**src/rtl/johnson_phase_monitor.sv**
```systemverilog
// Johnson counter phase monitor: decodes phase/one-hot, checks code legality and succession,
// tracks lock with a small FSM, counts lock-time errors and flags full revolutions.
module johnson_phase_monitor #(
  parameter int unsigned N        = 4,
  parameter int unsigned LOCK_CNT = 4,
  parameter int unsigned ERR_W    = 8
) (
  input  logic                        clk,
  input  logic                        rst,
  input  logic                        en,
  input  logic [N-1:0]                jc_in,
  input  logic                        clr_err,
  output logic [$clog2(2*N)-1:0]      phase,
  output logic [2*N-1:0]              phase_oh,
  output logic                        valid,
  output logic                        locked,
  output logic                        err_pulse,
  output logic [ERR_W-1:0]            err_cnt,
  output logic                        wrap_pulse
);

  localparam int unsigned NP = 2 * N;
  localparam int unsigned PW = $clog2(NP);
  localparam int unsigned GW = $clog2(LOCK_CNT + 1);

  typedef enum logic [1:0] {StUnlock, StAcq, StLock} state_e;

  state_e            state_q, state_d;
  logic [GW-1:0]     good_q, good_d;
  logic [PW-1:0]     phase_q;
  logic [NP-1:0]     phase_oh_q;
  logic              valid_q;
  logic              locked_q;
  logic              err_pulse_q;
  logic              wrap_q;
  logic [ERR_W-1:0]  err_cnt_q, err_cnt_d;

  // Code for phase k: top k bits set for k <= N, low 2N-k bits set beyond that.
  function automatic logic [N-1:0] code_of(input int unsigned k);
    logic [N-1:0] ones;
    ones = '1;
    if (k <= N) begin
      code_of = ~(ones >> k);
    end else begin
      code_of = ones >> (k - N);
    end
  endfunction

  logic [NP-1:0] hit;
  logic          legal;
  logic [PW-1:0] p;

  always_comb begin
    hit   = '0;
    p     = '0;
    for (int unsigned k = 0; k < NP; k++) begin
      hit[k] = (jc_in == code_of(k));
    end
    legal = |hit;
    for (int unsigned k = 0; k < NP; k++) begin
      if (hit[k]) begin
        p = PW'(k);
      end
    end
  end

  // phase_q doubles as the last legal phase; it only moves on legal samples.
  logic [PW-1:0] last_phase;
  logic [PW-1:0] succ_phase;
  logic          at_last;
  logic          is_succ;
  logic          is_restart;

  always_comb begin
    last_phase = PW'(NP - 1);
    at_last    = (phase_q == last_phase);
    succ_phase = at_last ? '0 : phase_q + 1'b1;
    is_succ    = legal && (p == succ_phase);
    is_restart = legal && (p == '0) && !at_last;
  end

  logic err_evt;
  logic wrap_d;

  always_comb begin
    state_d = state_q;
    good_d  = good_q;
    err_evt = 1'b0;
    wrap_d  = 1'b0;
    if (en) begin
      case (state_q)
        StUnlock: begin
          if (legal) begin
            state_d = StAcq;
            good_d  = '0;
          end
        end
        StAcq: begin
          if (!legal) begin
            state_d = StUnlock;
            good_d  = '0;
          end else if (is_succ) begin
            if (good_q == GW'(LOCK_CNT - 1)) begin
              state_d = StLock;
              good_d  = '0;
            end else begin
              good_d = good_q + 1'b1;
            end
          end else begin
            good_d = '0;
          end
        end
        StLock: begin
          if (!legal) begin
            err_evt = 1'b1;
            state_d = StUnlock;
            good_d  = '0;
          end else if (is_succ) begin
            wrap_d = at_last;
          end else if (is_restart) begin
            // A counter restart is expected behaviour, so it re-acquires without an error.
            state_d = StAcq;
            good_d  = '0;
          end else begin
            err_evt = 1'b1;
            state_d = StAcq;
            good_d  = '0;
          end
        end
        default: begin
          state_d = StUnlock;
          good_d  = '0;
        end
      endcase
    end
  end

  always_comb begin
    err_cnt_d = err_cnt_q;
    if (clr_err) begin
      err_cnt_d = '0;
    end else if (err_evt && (err_cnt_q != {ERR_W{1'b1}})) begin
      err_cnt_d = err_cnt_q + 1'b1;
    end
  end

  always_ff @(posedge clk or negedge rst) begin
    if (!rst) begin
      state_q     <= StUnlock;
      good_q      <= '0;
      phase_q     <= '0;
      phase_oh_q  <= '0;
      valid_q     <= 1'b0;
      locked_q    <= 1'b0;
      err_pulse_q <= 1'b0;
      wrap_q      <= 1'b0;
      err_cnt_q   <= '0;
    end else begin
      state_q     <= state_d;
      good_q      <= good_d;
      locked_q    <= (state_d == StLock);
      err_pulse_q <= err_evt;
      wrap_q      <= wrap_d;
      err_cnt_q   <= err_cnt_d;
      if (en) begin
        valid_q <= legal;
        if (legal) begin
          phase_q    <= p;
          phase_oh_q <= NP'(1) << p;
        end else begin
          phase_oh_q <= '0;
        end
      end
    end
  end

  assign phase      = phase_q;
  assign phase_oh   = phase_oh_q;
  assign valid      = valid_q;
  assign locked     = locked_q;
  assign err_pulse  = err_pulse_q;
  assign err_cnt    = err_cnt_q;
  assign wrap_pulse = wrap_q;

endmodule

```
**config.mk**
```make
export PLATFORM = sky130hd
export DESIGN_NAME = johnson_phase_monitor
export DESIGN_NICKNAME = d
export VERILOG_FILES = /design/src/rtl/johnson_phase_monitor.sv
export SDC_FILE = /design/constraint.sdc
export NUM_CORES = 1
export LEC_CHECK = 0
export ABC_AREA = 1
export CAP_MARGIN = 20
export CORE_ASPECT_RATIO = 1.4
export CORE_MARGIN = 10
export CORE_UTILIZATION = 51
export CTS_CLUSTER_SIZE = 40
export DETAILED_ROUTE_END_ITERATION = 8
export GPL_TIMING_DRIVEN = 0
export PLACE_DENSITY = 0.79
export SLEW_MARGIN = 25
export SYNTH_ARGS = -nofsm -noshare
export SYNTH_HDL_FRONTEND = slang
export SYNTH_SLANG_ARGS = --single-unit
```
**constraint.sdc**
```tcl
create_clock -name clk -period 2.4 [get_ports clk]
set_input_delay 0.48 -clock clk [delete_from_list [all_inputs] [get_ports clk]]
set_output_delay 0.48 -clock clk [all_outputs]
set_load 0.05 [all_outputs]
```
* Word-level counts from Yosys, hierarchy flattened *
Cells that the tools add are included.

storage, ports and cells
  flip-flop bits (word level) = 28
  input bits = 8
  output and inout port bits = 23
  logic and storage cells = 76

operators by class
  add/sub/neg operators = 3
  equality and inequality tests = 16
  shift operators = 1
  multiplexer cells = 35
  reduce and logical (&&, ||, !) cells = 12

operators by type and width
  kind                                                  count
  2-to-1 mux 3 bit                                      12
  2-to-1 mux 8 bit                                      3
  equality test 4 bit (second input constant)           4
  2-to-1 mux 2 bit                                      8
  2-to-1 mux 1 bit                                      10
  one-hot mux 3 bit (3 select lines)                    1
  adder 8 x 1 -> 8 bit (second input constant)          1
  != test 8 bit (second input constant)                 1
  OR reduction 8 bit                                    1
  left shift 1 x 3 -> 8 bit (first input constant)      1
  adder 3 x 1 -> 3 bit (second input constant)          2
  one-hot mux 2 bit (3 select lines)                    1
  equality test 2 bit (second input constant)           2
  equality test 4 x 1 -> 1 bit (second input constant)  1
  equality test 4 x 2 -> 1 bit (second input constant)  1
  equality test 4 x 3 -> 1 bit (second input constant)  1
  logical AND 1 bit                                     4
  logical NOT 4 bit                                     1
  equality test 3 x 2 -> 1 bit (second input constant)  1
  equality test 3 bit                                   1
  equality test 3 bit (second input constant)           1
  logical NOT 3 bit                                     1
  != test 3 bit (second input constant)                 1
  AND reduction 3 bit                                   1
  other kinds (6)                                       6

* Depth between registers and ports, before layout *
  depth in word-level cells = 19
  gate-level depth with buffers = 13
  mapped depth without buffers = 13

* Worst setup path before layout *
No wires, ideal clock.

  kind = flip-flop to flip-flop
  from = register phase_q[0], in the netlist phase[0]
  to = register err_cnt_q[0], in the netlist err_cnt[0]
  library setup time = 0.119 ns
  arrival time = 1.898 ns
  data required time = 2.281 ns
  slack = 0.383 ns
  cell stages (with the launch flop) = 13
  buffers on the path = 0
  period minus slack after synthesis = 2.017 ns
  cell sequence = dfrtp_1 -> ha_1 -> ha_1 -> nand3_1 -> nand2_2 -> nor2_4 -> nand3_4 -> nand3b_4 -> inv_6 -> nand2_8 -> nand2_4 -> nand2_1 -> nand2_1

between the ends
  cells in the longest elaborated chain, start to end = 10
  elaborated cells between the ends (all ways) = 14
  classes of those cells = 1 x add/sub; 2 x eq/ne; 6 x mux; 5 x reduce/logical

RTL lines
  item                                                         RTL line  source
  from (decl)                                                  30        logic [PW-1:0] phase_q;
  from (signal assigned)                                       168       phase_q <= p;
  adder 3 x 1 -> 3 bit or equality test 3 bit (tied branches)  77, 76
  2-to-1 mux 3 bit or logical NOT 1 bit (tied branches)        77, 79
  equality test 3 bit or logical AND 1 bit (tied branches)     78, 79
  logical AND 1 bit or 2-to-1 mux 1 bit (tied branches)        78, 120
  2-to-1 mux 1 bit *                                           118       end else if (is_succ) begin
  2-to-1 mux 1 bit *                                           114       if (!legal) begin
  2-to-1 mux 1 bit *                                           91        case (state_q)
  2-to-1 mux 1 bit *                                           90        if (en) begin
  via err_evt                                                  82        logic err_evt;
  logical AND 1 bit *                                          142       end else if (err_evt && (err_cnt_q != {ERR_W{1'b1}})) begin
  nonzero test 2 bit (no line) *                               --
  to (signal assigned)                                         164       err_cnt_q <= err_cnt_d;
  to (decl)                                                    36        logic [ERR_W-1:0] err_cnt_q, err_cnt_d;

The timed path passes the listed nets; every way through them passes the cells marked *.
A chain may end at the register's enable or synchronous reset.

* Final worst setup path *
  from = register err_cnt_q[3], in the netlist err_cnt[3]
  to = output err_cnt[3]

RTL lines
  item       RTL line  source
  to (decl)  18        output logic [ERR_W-1:0] err_cnt,

No word-level cell between the ends.

==> reports/results.txt <==
The run finished with clean final reports. The clock-pin slew on the worst setup and hold paths is 0.09 ns. Power spread over the standard cell area amounts to 551.1 nW/um^2. During synthesis, Yosys emitted a total of 0 warnings.

After the first detailed-routing iteration, the DRC count stood at 85. The startpoint type of the worst setup path is a register. The global-route congestion overflow total was 0.

The area share of the largest cell type after synthesis is 0.4448. TritonCTS built the clock tree. Top fanout value on the critical path: 6.

Number of nets in the layout: 239. Averaged over all synthesized cells, the footprint is 8.162 um^2. Summed over all failing endpoints, the final setup total negative slack is 0 ns. The tools report the remaining number of nets flagged by the antenna check after routing as 0. The repair_antennas step left the layout with diodes totalling 0. The number of H-tree branching levels is 1. The count of max-cap constraint violations is 0.

The first global-routing pass estimated 6.161 mm of wire. The unique cell type count in the Yosys netlist came out at 28. The core outline area was 2907 um^2; the post-route DRC violation count was 0. The clock arrives with 0.003618 ns of skew. The slowest stage of the critical path is the clkdlybuf4s50_1 cell. The logs give 0.1311 for the global-route usage over all layers and 0 for the number of max-slew violations in the final report. The die covers 5743 um^2. The arrival time at the worst endpoint is 1.57 ns, and the leakage power total is 0.9636 nW.

The critical path buffer and inverter count came out at 1. After synthesis, the cell types taking the most area are dfrtp_1 (44%), nand2_1 (12%), nand3_1 (6.4%). The detailed-placement wirelength estimate is 2.768 mm, and the required time reported for the critical path endpoint is 1.92 ns. The post-CTS setup buffer count was 0.

The top cell family by delay on the critical path was buffers and inverters. The headroom to the max-slew limit came out at 0.5925. The depth of the critical timing path with buffers and inverters included came out at 1. For the number of top-level pins, the log shows 31. Static timing analysis puts the maximum clock frequency at 487.5 MHz.

The starting density of the core is 0.5420. In this run the cell area measured after placement is 1907 um^2. In this run the tool buffered the top-level ports with 29 buffer cells. The tools report the part of the total power dissipated in combinational logic as 0.254. The clock passes through at most 2 buffers. Clock latency on the worst-skew pair, taken at its later pin, is 0.27 ns. The congestion estimate from routability-driven global placement came to 0.9028. The run gives 3.562 mm as the wire length reported by the detailed router. Cell internal power was estimated by the tool at 0.7303 mW. Entering global routing, the biggest net connects 29 pins.

The total CTS buffers was 3; the TritonCTS sink count was 28. Synthesis produced a netlist with a net count of 205. The number of synthesized register bits was 28. Summing every instance area after synthesis gives 1575 um^2.

The switching share of power works out to 0.3244. The smallest clock period supported by the final layout is computed as 2.051 ns. The number of cell rows was 23; the via count of the first global-routing pass was 1412. The sequential cell fraction of total power is 0.477, and the average wire per standard cell is 13.54 um.

For the instance count of the mapped netlist, the log shows 193. The signal on the critical path passes through clkdlybuf4s50_1. At the pin with the least slew margin, the transition time is 0.6113 ns. The proportion of layout cells with a drive suffix above 1 was 0.1195. The die is 66.97 um wide.

The fraction of power consumed by the clock network was 0.269. The initial antenna violation count is 0. The worst hold path belongs to the class in -> async. Setup violations remaining at the end of the flow were counted as 0. Detailed routing inserted a total of 1419 vias. With fillers left out, the area of the finished cells amounts to 1962 um^2. For this design the total switching power over the nets is 0.3508 mW.

The floorplan step set the die height to 85.76 um. Detailed-routing iteration count for the pre-antenna-repair pass: 4. STA classifies the critical path endpoint as an output port. The per-cell via count in the routed design works out to 5.395. The type of the worst setup path is reg -> out.

CTS placed an instance of clkbuf_8 at the clock tree root. Setup repair after global routing left no endpoint under its margin. Gates resized during post-CTS repair numbered 0. Proportion of synthesized chip area in sequential cells: 0.4448.

The period utilization was 0.8547. The area growth from synthesis to layout is 24.54%. Buffers inserted to repair hold after CTS numbered 0.

Dominant cell type by area after synthesis: dfrtp_1. The number of cells on the worst reg-to-reg path is 12. For the maximum vdd ir drop, the log shows 0.0004412 V.

For this run, the slowest stage of the critical path takes 0.84 ns. The run gives 0 as the count of final hold-check violations.
==> layout by cell type (no fill, tap or decap), types with 3 or more instances in the layout <==
cell and count:
clkbuf_1 3, clkbuf_8 4, clkdlybuf4s50_1 28, dfrtp_1 28, ha_1 4, inv_1 18, nand2_1 52, nand2_2 9
nand3_1 20, nand4_1 4, nor2_1 18, o21ai_0 9, xor2_1 5
==> cell usage after synthesis (all sizes together) <==
library cell  count
nand4             4
nand3            24
nor2             19
nor3b             1
nand2            63
o21ai            12
nor3              2
xor2              5
a21oi             2
o31ai             2
inv              21
ha                4
nand3b            1
a211oi            1
a31oi             1
dfrtp            28
clkbuf            3
==> layout make-up <==
cell class | instances | area (um^2)
Fill cell | 241 | 944.7
Multi-Input combinational cell | 141 | 779.5
Sequential cell | 28 | 700.7
Timing Repair Buffer | 29 | 285.3
Inverter | 21 | 83.83
Clock buffer | 4 | 55.05
Tap cell | 37 | 46.29
Buffer | 3 | 11.26
==> worst paths after layout <==
kind                                         from                 endpoint  slack [ns]
max in group asynchronous                     rst   err_cnt[4]$_DFFE_PN0P_        1.79
hold reg to reg                 valid$_DFFE_PN0P_        valid$_DFFE_PN0P_        0.49
setup reg to reg             phase[0]$_DFFE_PN0P_   err_cnt[4]$_DFFE_PN0P_        0.48
min in group clk                valid$_DFFE_PN0P_        valid$_DFFE_PN0P_        0.49
hold / removal                                rst  phase_oh[2]$_DFFE_PN0P_        0.20
setup / recovery           err_cnt[3]$_DFFE_PN0P_               err_cnt[3]        0.35
==> logic make-up after synthesis <==
kind of cell,synth area share
AO/OA/AOI/OAI,0.06751
XOR/XNOR,0.02780
adder cells (fa/ha/maj),0.03177
buffers and inverters,0.06036
flip-flops,0.4448
AND/OR/NAND/NOR,0.3677
==> layer usage <==
layer  routed length (um)  GRT usage  share of wire  vias up
met5                    0          0              0        -
met4                   65    0.05993          0.018        0
met3                  252    0.03125          0.071        6
met2                 1853     0.2405           0.52       41
met1                 1390     0.1325           0.39      678
li1                     -          -              -      694
==> through the flow <==
stage | hold WS [ns] | setup slack (ns) | cells | util | power, mW
finish | 0.1983 | 0.3488 | 263 | 0.6750 | 1.081
global route | 0.2473 | 0.2201 | 263 | 0.6750 | 1.142
CTS | 0.2282 | 0.3320 | 263 | 0.6750 | 1.094
detailed placement | 0.4658 | 0.08986 | 259 | 0.6560 | 0.8008
global placement | 0.4623 | 0.1413 | 259 | 0.6578 | 0.7921
floorplan | 0.1844 | 0.3833 | 193 | - | 0.7121
==> power by group through the flow <==
stage	Clock (mW)	Sequential, mW	Combinational, mW
floorplan	0	0.584	0.128
global placement	0	0.523	0.269
detailed placement	0	0.525	0.276
CTS	0.301	0.515	0.277
global route	0.324	0.518	0.300
finish	0.291	0.515	0.274
==> state kept, by name, indices dropped and copies added (netlist names) <==
name / cells
phase: 3
locked: 1
wrap_pulse: 1
err_cnt: 8
good_q: 3
err_pulse: 1
valid: 1
state_q: 2
phase_oh: 8
Power figures use the tool's default switching activity.
